`config.mk`:
```
export PLATFORM = sky130hd
export DESIGN_NAME = rival_traffic_ctrl
export DESIGN_NICKNAME = d
export VERILOG_FILES = /design/src/rtl/racer_pkg.sv /design/src/rtl/lfsr_8bit.sv /design/src/rtl/rival_traffic_ctrl.sv
export SDC_FILE = /design/constraint.sdc
export NUM_CORES = 1
export LEC_CHECK = 0
export BUFFER_PORTS_ARGS = -buffer_cell sky130_fd_sc_hd__buf_2
export CAP_MARGIN = 20
export CORE_MARGIN = 2
export CORE_UTILIZATION = 50
export DETAILED_ROUTE_END_ITERATION = 12
export PLACE_DENSITY = 0.7
export SYNTH_ARGS = -nofsm -noshare
export SYNTH_HDL_FRONTEND = slang
export SYNTH_SLANG_ARGS = --single-unit
```
`constraint.sdc`:
```
create_clock -name clk -period 6.35 [get_ports clk]
set_input_delay 0 -clock clk [delete_from_list [all_inputs] [get_ports clk]]
set_output_delay 0 -clock clk [all_outputs]
set_load 0.01 [all_outputs]
```
`src/rtl/racer_pkg.sv`:
```
// Geometry shared by the rival-traffic engine and the sprite renderer, plus
// the LFSR-to-road-X scaling helper.
package racer_pkg;

  localparam int CAR_W      = 14;
  localparam int CAR_H      = 16;
  localparam int BG_X0      = 200;
  localparam int BG_Y0      = 150;
  localparam int BG_H       = 240;
  localparam int ROAD_MIN_X = 44;
  localparam int ROAD_SPAN  = 60;

  // Maps an 8-bit random value onto [0, span) with a 16-bit product.
  function automatic logic [15:0] scale_x(input logic [7:0] r, input logic [15:0] span);
    logic [15:0] prod;
    prod = {8'd0, r} * span;
    return prod >> 8;
  endfunction

endpackage

```
`src/rtl/lfsr_8bit.sv`:
```
// 8-bit Fibonacci LFSR, taps 7^5^4^3 shifted into the LSB; steps when enable=1.
module lfsr_8bit #(
  parameter logic [7:0] SEED = 8'hB5
) (
  input  logic       clk,
  input  logic       reset,
  input  logic       enable,
  output logic [7:0] value
);

  always_ff @(posedge clk or posedge reset) begin
    if (reset)
      value <= SEED;
    else if (enable)
      value <= {value[6:0], value[7] ^ value[5] ^ value[4] ^ value[3]};
  end

endmodule

```
`src/rtl/rival_traffic_ctrl.sv`:
```
// Rival-car slot engine: LFSR spawning, frame-paced descent, despawn scoring,
// difficulty ramp and sticky player collision.
module rival_traffic_ctrl
  import racer_pkg::scale_x;
#(
  parameter int         NUM_RIVALS      = 3,
  parameter int         POS_W           = 10,
  parameter int         BG_X0           = racer_pkg::BG_X0,
  parameter int         BG_Y0           = racer_pkg::BG_Y0,
  parameter int         BG_H            = racer_pkg::BG_H,
  parameter int         ROAD_MIN_X      = racer_pkg::ROAD_MIN_X,
  parameter int         ROAD_SPAN       = racer_pkg::ROAD_SPAN,
  parameter int         CAR_W           = racer_pkg::CAR_W,
  parameter int         CAR_H           = racer_pkg::CAR_H,
  parameter int         STEP_FRAMES     = 15,
  parameter int         MIN_STEP_FRAMES = 3,
  parameter int         LEVEL_SCORE     = 8,
  parameter int         Y_STEP          = 2,
  parameter int         SPAWN_GAP       = 20,
  parameter logic [7:0] LFSR_SEED       = 8'hB5
) (
  input  logic                          clk,
  input  logic                          reset,
  input  logic                          frame_end,
  input  logic                          run,
  input  logic [POS_W-1:0]              player_x,
  input  logic [POS_W-1:0]              player_y,
  output logic [NUM_RIVALS*POS_W-1:0]   rival_x,
  output logic [NUM_RIVALS*POS_W-1:0]   rival_y,
  output logic [NUM_RIVALS-1:0]         rival_active,
  output logic                          collision,
  output logic [2:0]                    collide_idx,
  output logic [15:0]                   score,
  output logic [3:0]                    level
);

  localparam int                PW1       = POS_W + 1;
  localparam int                FC_W      = $clog2(STEP_FRAMES + 1);
  localparam int                SC_W      = $clog2(SPAWN_GAP + 2);
  localparam logic [SC_W-1:0]   GAP_V     = SC_W'(SPAWN_GAP);
  localparam logic [15:0]       LS_V      = 16'(LEVEL_SCORE);
  localparam logic [POS_W-1:0]  DESPAWN_Y = POS_W'(BG_Y0 + BG_H);
  localparam logic [POS_W-1:0]  SPAWN_Y   = POS_W'(BG_Y0);
  localparam logic [POS_W-1:0]  Y_STEP_V  = POS_W'(Y_STEP);
  localparam logic [PW1-1:0]    CW        = PW1'(CAR_W);
  localparam logic [PW1-1:0]    CH        = PW1'(CAR_H);

  logic [7:0]            lfsr;
  logic [FC_W-1:0]       frame_cnt;
  logic [FC_W-1:0]       period;
  logic [SC_W-1:0]       spawn_cnt;
  logic                  tick;
  logic                  spawn_now;
  logic [POS_W-1:0]      spawn_x;
  logic [NUM_RIVALS-1:0] overlap;
  logic [NUM_RIVALS-1:0] despawn;
  logic                  free_found;
  logic [2:0]            free_idx;
  logic                  hit;
  logic [2:0]            hit_idx;
  logic [3:0]            n_clear;
  logic [16:0]           score_sum;
  logic [15:0]           score_next;
  logic [15:0]           lvl_delta;
  logic [3:0]            level_next;
  logic [PW1-1:0]        px;
  logic [PW1-1:0]        py;

  lfsr_8bit #(.SEED(LFSR_SEED)) u_lfsr (
    .clk    (clk),
    .reset  (reset),
    .enable (frame_end),
    .value  (lfsr)
  );

  assign px      = {1'b0, player_x};
  assign py      = {1'b0, player_y};
  assign spawn_x = POS_W'(16'(BG_X0 + ROAD_MIN_X) + scale_x(lfsr, 16'(ROAD_SPAN)));

  always_comb begin
    if (STEP_FRAMES - int'(level) <= MIN_STEP_FRAMES)
      period = FC_W'(MIN_STEP_FRAMES);
    else
      period = FC_W'(STEP_FRAMES - int'(level));
  end

  assign tick      = frame_end && run && !collision && (frame_cnt >= period - FC_W'(1));
  assign spawn_now = tick && (spawn_cnt >= GAP_V) && free_found;

  // Priority encoders resolve to the lowest index by scanning downwards.
  always_comb begin
    free_found = 1'b0;
    free_idx   = 3'd0;
    hit        = 1'b0;
    hit_idx    = 3'd0;
    n_clear    = 4'd0;
    for (int i = NUM_RIVALS - 1; i >= 0; i--) begin
      if (!rival_active[i]) begin
        free_found = 1'b1;
        free_idx   = 3'(i);
      end
      if (overlap[i]) begin
        hit     = 1'b1;
        hit_idx = 3'(i);
      end
      n_clear = n_clear + 4'(despawn[i]);
    end
  end

  always_comb begin
    score_sum  = {1'b0, score} + 17'(n_clear);
    score_next = score_sum[16] ? 16'hFFFF : score_sum[15:0];
    lvl_delta  = (score_next / LS_V) - (score / LS_V);
    level_next = (lvl_delta >= 16'(4'd15 - level)) ? 4'd15 : level + lvl_delta[3:0];
  end

  for (genvar g = 0; g < NUM_RIVALS; g++) begin : g_slot
    logic [POS_W-1:0] x_q;
    logic [POS_W-1:0] y_q;
    logic             act_q;
    logic [PW1-1:0]   rx;
    logic [PW1-1:0]   ry;

    assign rx = {1'b0, x_q};
    assign ry = {1'b0, y_q};
    assign overlap[g] = act_q && (px < rx + CW) && (px + CW > rx) &&
                        (py < ry + CH) && (py + CH > ry);
    assign despawn[g] = act_q && (y_q >= DESPAWN_Y);

    // Only slots free before the tick reach the spawn branch.
    always_ff @(posedge clk or posedge reset) begin
      if (reset) begin
        x_q   <= '0;
        y_q   <= '0;
        act_q <= 1'b0;
      end else if (tick) begin
        if (despawn[g]) begin
          act_q <= 1'b0;
        end else if (act_q) begin
          y_q <= y_q + Y_STEP_V;
        end else if (spawn_now && free_idx == 3'(g)) begin
          x_q   <= spawn_x;
          y_q   <= SPAWN_Y;
          act_q <= 1'b1;
        end
      end
    end

    assign rival_x[g*POS_W +: POS_W] = x_q;
    assign rival_y[g*POS_W +: POS_W] = y_q;
    assign rival_active[g]           = act_q;
  end

  always_ff @(posedge clk or posedge reset) begin
    if (reset) begin
      frame_cnt   <= '0;
      spawn_cnt   <= GAP_V;
      score       <= '0;
      level       <= '0;
      collision   <= 1'b0;
      collide_idx <= '0;
    end else begin
      if (frame_end && run && !collision)
        frame_cnt <= tick ? '0 : frame_cnt + FC_W'(1);
      if (tick) begin
        score <= score_next;
        level <= level_next;
        if (spawn_cnt >= GAP_V) begin
          if (free_found)
            spawn_cnt <= '0;
        end else begin
          spawn_cnt <= spawn_cnt + SC_W'(1);
        end
      end
      if (!collision && run && hit) begin
        collision   <= 1'b1;
        collide_idx <= hit_idx;
      end
    end
  end

endmodule

```
==> impl_metrics.json <==
{
  "diodes": 0,
  "drc_errors": 0,
  "synth_cell_types": 72,
  "die_x_um": 140.8,
  "ir_drop_mv": 0.3256,
  "track_usage_pct": 24.54,
  "cts_tree": "done",
  "dr.first_iter.drc_count": 415,
  "setup.worst_path.end_class": "flip-flop",
  "syn_to_final_growth_pct": 12.17,
  "finalMaxSlewViolations": 0,
  "io_buffers": 103,
  "first_pass_iters": 5,
  "max-slew-margin-rel_pct": 31.49,
  "dp_worst_setup_slack_ns": 0.3321,
  "status": "finished clean",
  "critPathMaxStageDelay_ns": 0.46,
  "start_util_pct": 50.51,
  "numClockSinks": 97,
  "cp.arrival_ns": 5.96,
  "core_mm2": 0.01852,
  "synth_warnings": 0,
  "grt_pass1_vias": 7877,
  "grt_max_degree": 80,
  "vias_per_cell": 5.782,
  "hp-class": "primary input to async pin",
  "cp.required_ns": 6.55,
  "yosysMostFrequentCell": "ha_1",
  "grt_pass1_wl_mm": 39.17,
  "yosys_register_bits": 97,
  "p_leak_nw": 4.958,
  "clk_latency_ns": 0.36,
  "rr_worst_depth": 24,
  "clkTransAtPathRegs_ns": 0.08,
  "num_rows": 50,
  "synth_edf_count": 0,
  "utilization_pct": 56.66,
  "gp_congestion": 0.9382,
  "period_share_pct": 90.73,
  "nNetsFinal": 1369,
  "fp.dieH_um": 140.8,
  "ys.flop_type": "dfrtp_1",
  "pin_count": 111,
  "ant_nets": 0,
  "worst-setup-path-type": "flip-flop to flip-flop",
  "setup_viol": 0,
  "hold_viol": 0,
  "cts_buffers": 9,
  "die_area_mm2": 0.01981,
  "clock_path_buffers": 2,
  "synth_commonest_cells": "157 x ha_1, 104 x inv_1, 93 x nand2_1",
  "yosysTopAreaCell": "dfrtp_1",
  "tightest_slew_ns": 1.028,
  "setup_tns_ns": 0,
  "drive_gt1_share_pct": 14.46,
  "critPathLaunchType": "flip-flop",
  "vias": 8153,
  "post-synth-top-area-fraction_pct": 24.08,
  "h-tree-depth": 3,
  "finClkSkew_ns": 0.01284,
  "hpwl_mm": 18.83,
  "worstPathMaxFanout": 9,
  "p_per_area_mw_per_mm2": 352.7,
  "syn_area_mm2": 0.009353,
  "routed_wl_mm": 24.02,
  "clockRootBuffer": "clkbuf_16",
  "grt-ovfl-total": 0,
  "fill_cells": 1701,
  "worst_slack_ns": 0.5887,
  "final_cell_area_mm2": 0.01049,
  "syn_inst": 1071,
  "yosys-top-cells-area": "dfrtp_1 24%, ha_1 21%, xnor2_1 6.6%, inv_1 4.2%, o21ai_0 3.9%",
  "max_freq_mhz": 173.6,
  "yosysSeqAreaShare_pct": 26.05,
  "wl_per_cell_um": 17.03,
  "maxCapViolations": 0,
  "crit_path_cell_trace": "inv_1 > ha_1 > inv_1 > o211ai_1 > and3_1 > o21ai_1 > fa_1 > inv_1 > ha_1 > fa_2 > nand4_4 > or2_2 > nor4_2 > nor2_1 > a21oi_1 > ha_1 > a21oi_1 > o21ai_0 > a31o_2 > mux2_2 > nor4_4 > nand4_1 > nor4b_4 > a22oi_1",
  "antenna_found_initial": 0,
  "rsz0062_at_grt": "no",
  "finalCriticalPeriod_ns": 5.761,
  "postPlaceCellArea_mm2": 0.01010,
  "async_reset_ff_share_pct": 100.0,
  "slowest_stage": "fa_1",
  "syn_avg_cell_area_um2": 8.733
}
## power breakdown
part           switching, mW  internal [mW]  total (mW)
sequential             0.114          0.694       0.807
combinational           1.38          0.907        2.28
clock                  0.255          0.354       0.609
total                   1.74           1.96        3.70
## layout make-up
type,count,area (µm²),share of cell area (%)
inverters,104,392.9,3.745
well taps,234,292.8,2.791
flip-flops and latches,97,2437,23.23
clock buffers,12,246.5,2.349
multi-input cells,848,6442,61.41
repair buffers,112,614.3,5.856
clock inverters,3,65.06,0.6202
## metrics by stage
stage,power [mW],cells,hold slack (ns)
3_3_place_gp,3.022,1390,-0.03934
2_1_floorplan,2.489,1077,0.1169
5_1_grt,4.037,1410,0.1604
6_report,3.700,1410,0.1185
4_1_cts,3.686,1409,0.1245
3_5_place_dp,3.054,1391,-0.04004
## flip-flops by register name, indices dropped and copies added, names as in the netlist
signal / flops
collision: 1
g_slot.act_q: 3
g_slot.y_q: 27
spawn_cnt: 5
collide_idx: 2
level: 4
score: 16
frame_cnt: 4
u_lfsr.value: 8
g_slot.x_q: 27
## cell usage in the layout (no fill, tap or decap), types with 26 or more instances in the layout
master     n
dfrtp_1   89
nor3_1    28
a21oi_1   61
xnor2_1   71
nand4_1   26
buf_2    103
nor2_1    72
inv_1    103
nand2_1   93
o21ai_0   72
nand3_1   33
ha_1     157
## critical path: cells and delay by family, from the launching register on
family | cells | cell delay, ns
compound gates | 7 | 1.19
buf+inv | 3 | 0.21
flops | 1 | 0.44
mux | 1 | 0.29
simple gates | 8 | 1.98
fa+ha+maj | 5 | 1.49
## kinds of logic after synthesis
| logic type | count (synthesis) | synth area share, % |
|---|---|---|
| fa+ha+maj | 173 | 24.43 |
| xor+xnor | 82 | 7.679 |
| flops | 97 | 26.05 |
| other cells | 1 | 0.04010 |
| mux | 16 | 1.913 |
| simple gates | 332 | 18.27 |
| buf+inv | 132 | 5.726 |
| compound gates | 238 | 15.89 |
## worst paths after layout
path,start,endpoint,slack [ns]
min in group clk,player_x[8],collide_idx[1]$_DFFE_PP0P_,0.44
max reg2reg,g_slot[0].y_q[4]$_DFFE_PP0P_,level[0]$_DFFE_PP0P_,0.59
max,g_slot[0].y_q[4]$_DFFE_PP0P_,level[0]$_DFFE_PP0P_,0.59
max in group asynchronous,reset,g_slot[1].y_q[1]$_DFFE_PP0P_,5.25
min reg2reg,frame_cnt[3]$_DFFE_PP0P_,frame_cnt[3]$_DFFE_PP0P_,0.48
min,reset,g_slot[2].x_q[1]$_DFFE_PP0P_,0.12
## per-layer routing
| metal | GRT usage [%] | wire, µm |
|---|---|---|
| met1 | 32.97 | 10970 |
| met2 | 40.92 | 11240 |
| met3 | 3.397 | 1147 |
| met4 | 8.263 | 664 |
| met5 | 0 | 0 |
## repair_timing
item | 4_1_cts | 5_1_grt
resized for setup | 0 | 6
endpoints found under the setup margin | 0 | 4
setup buffers | 0 | 0
hold endpoints to repair | 21 | 0
hold buffers | 3 | 0
Note: power is estimated with default switching activity, not from simulation.
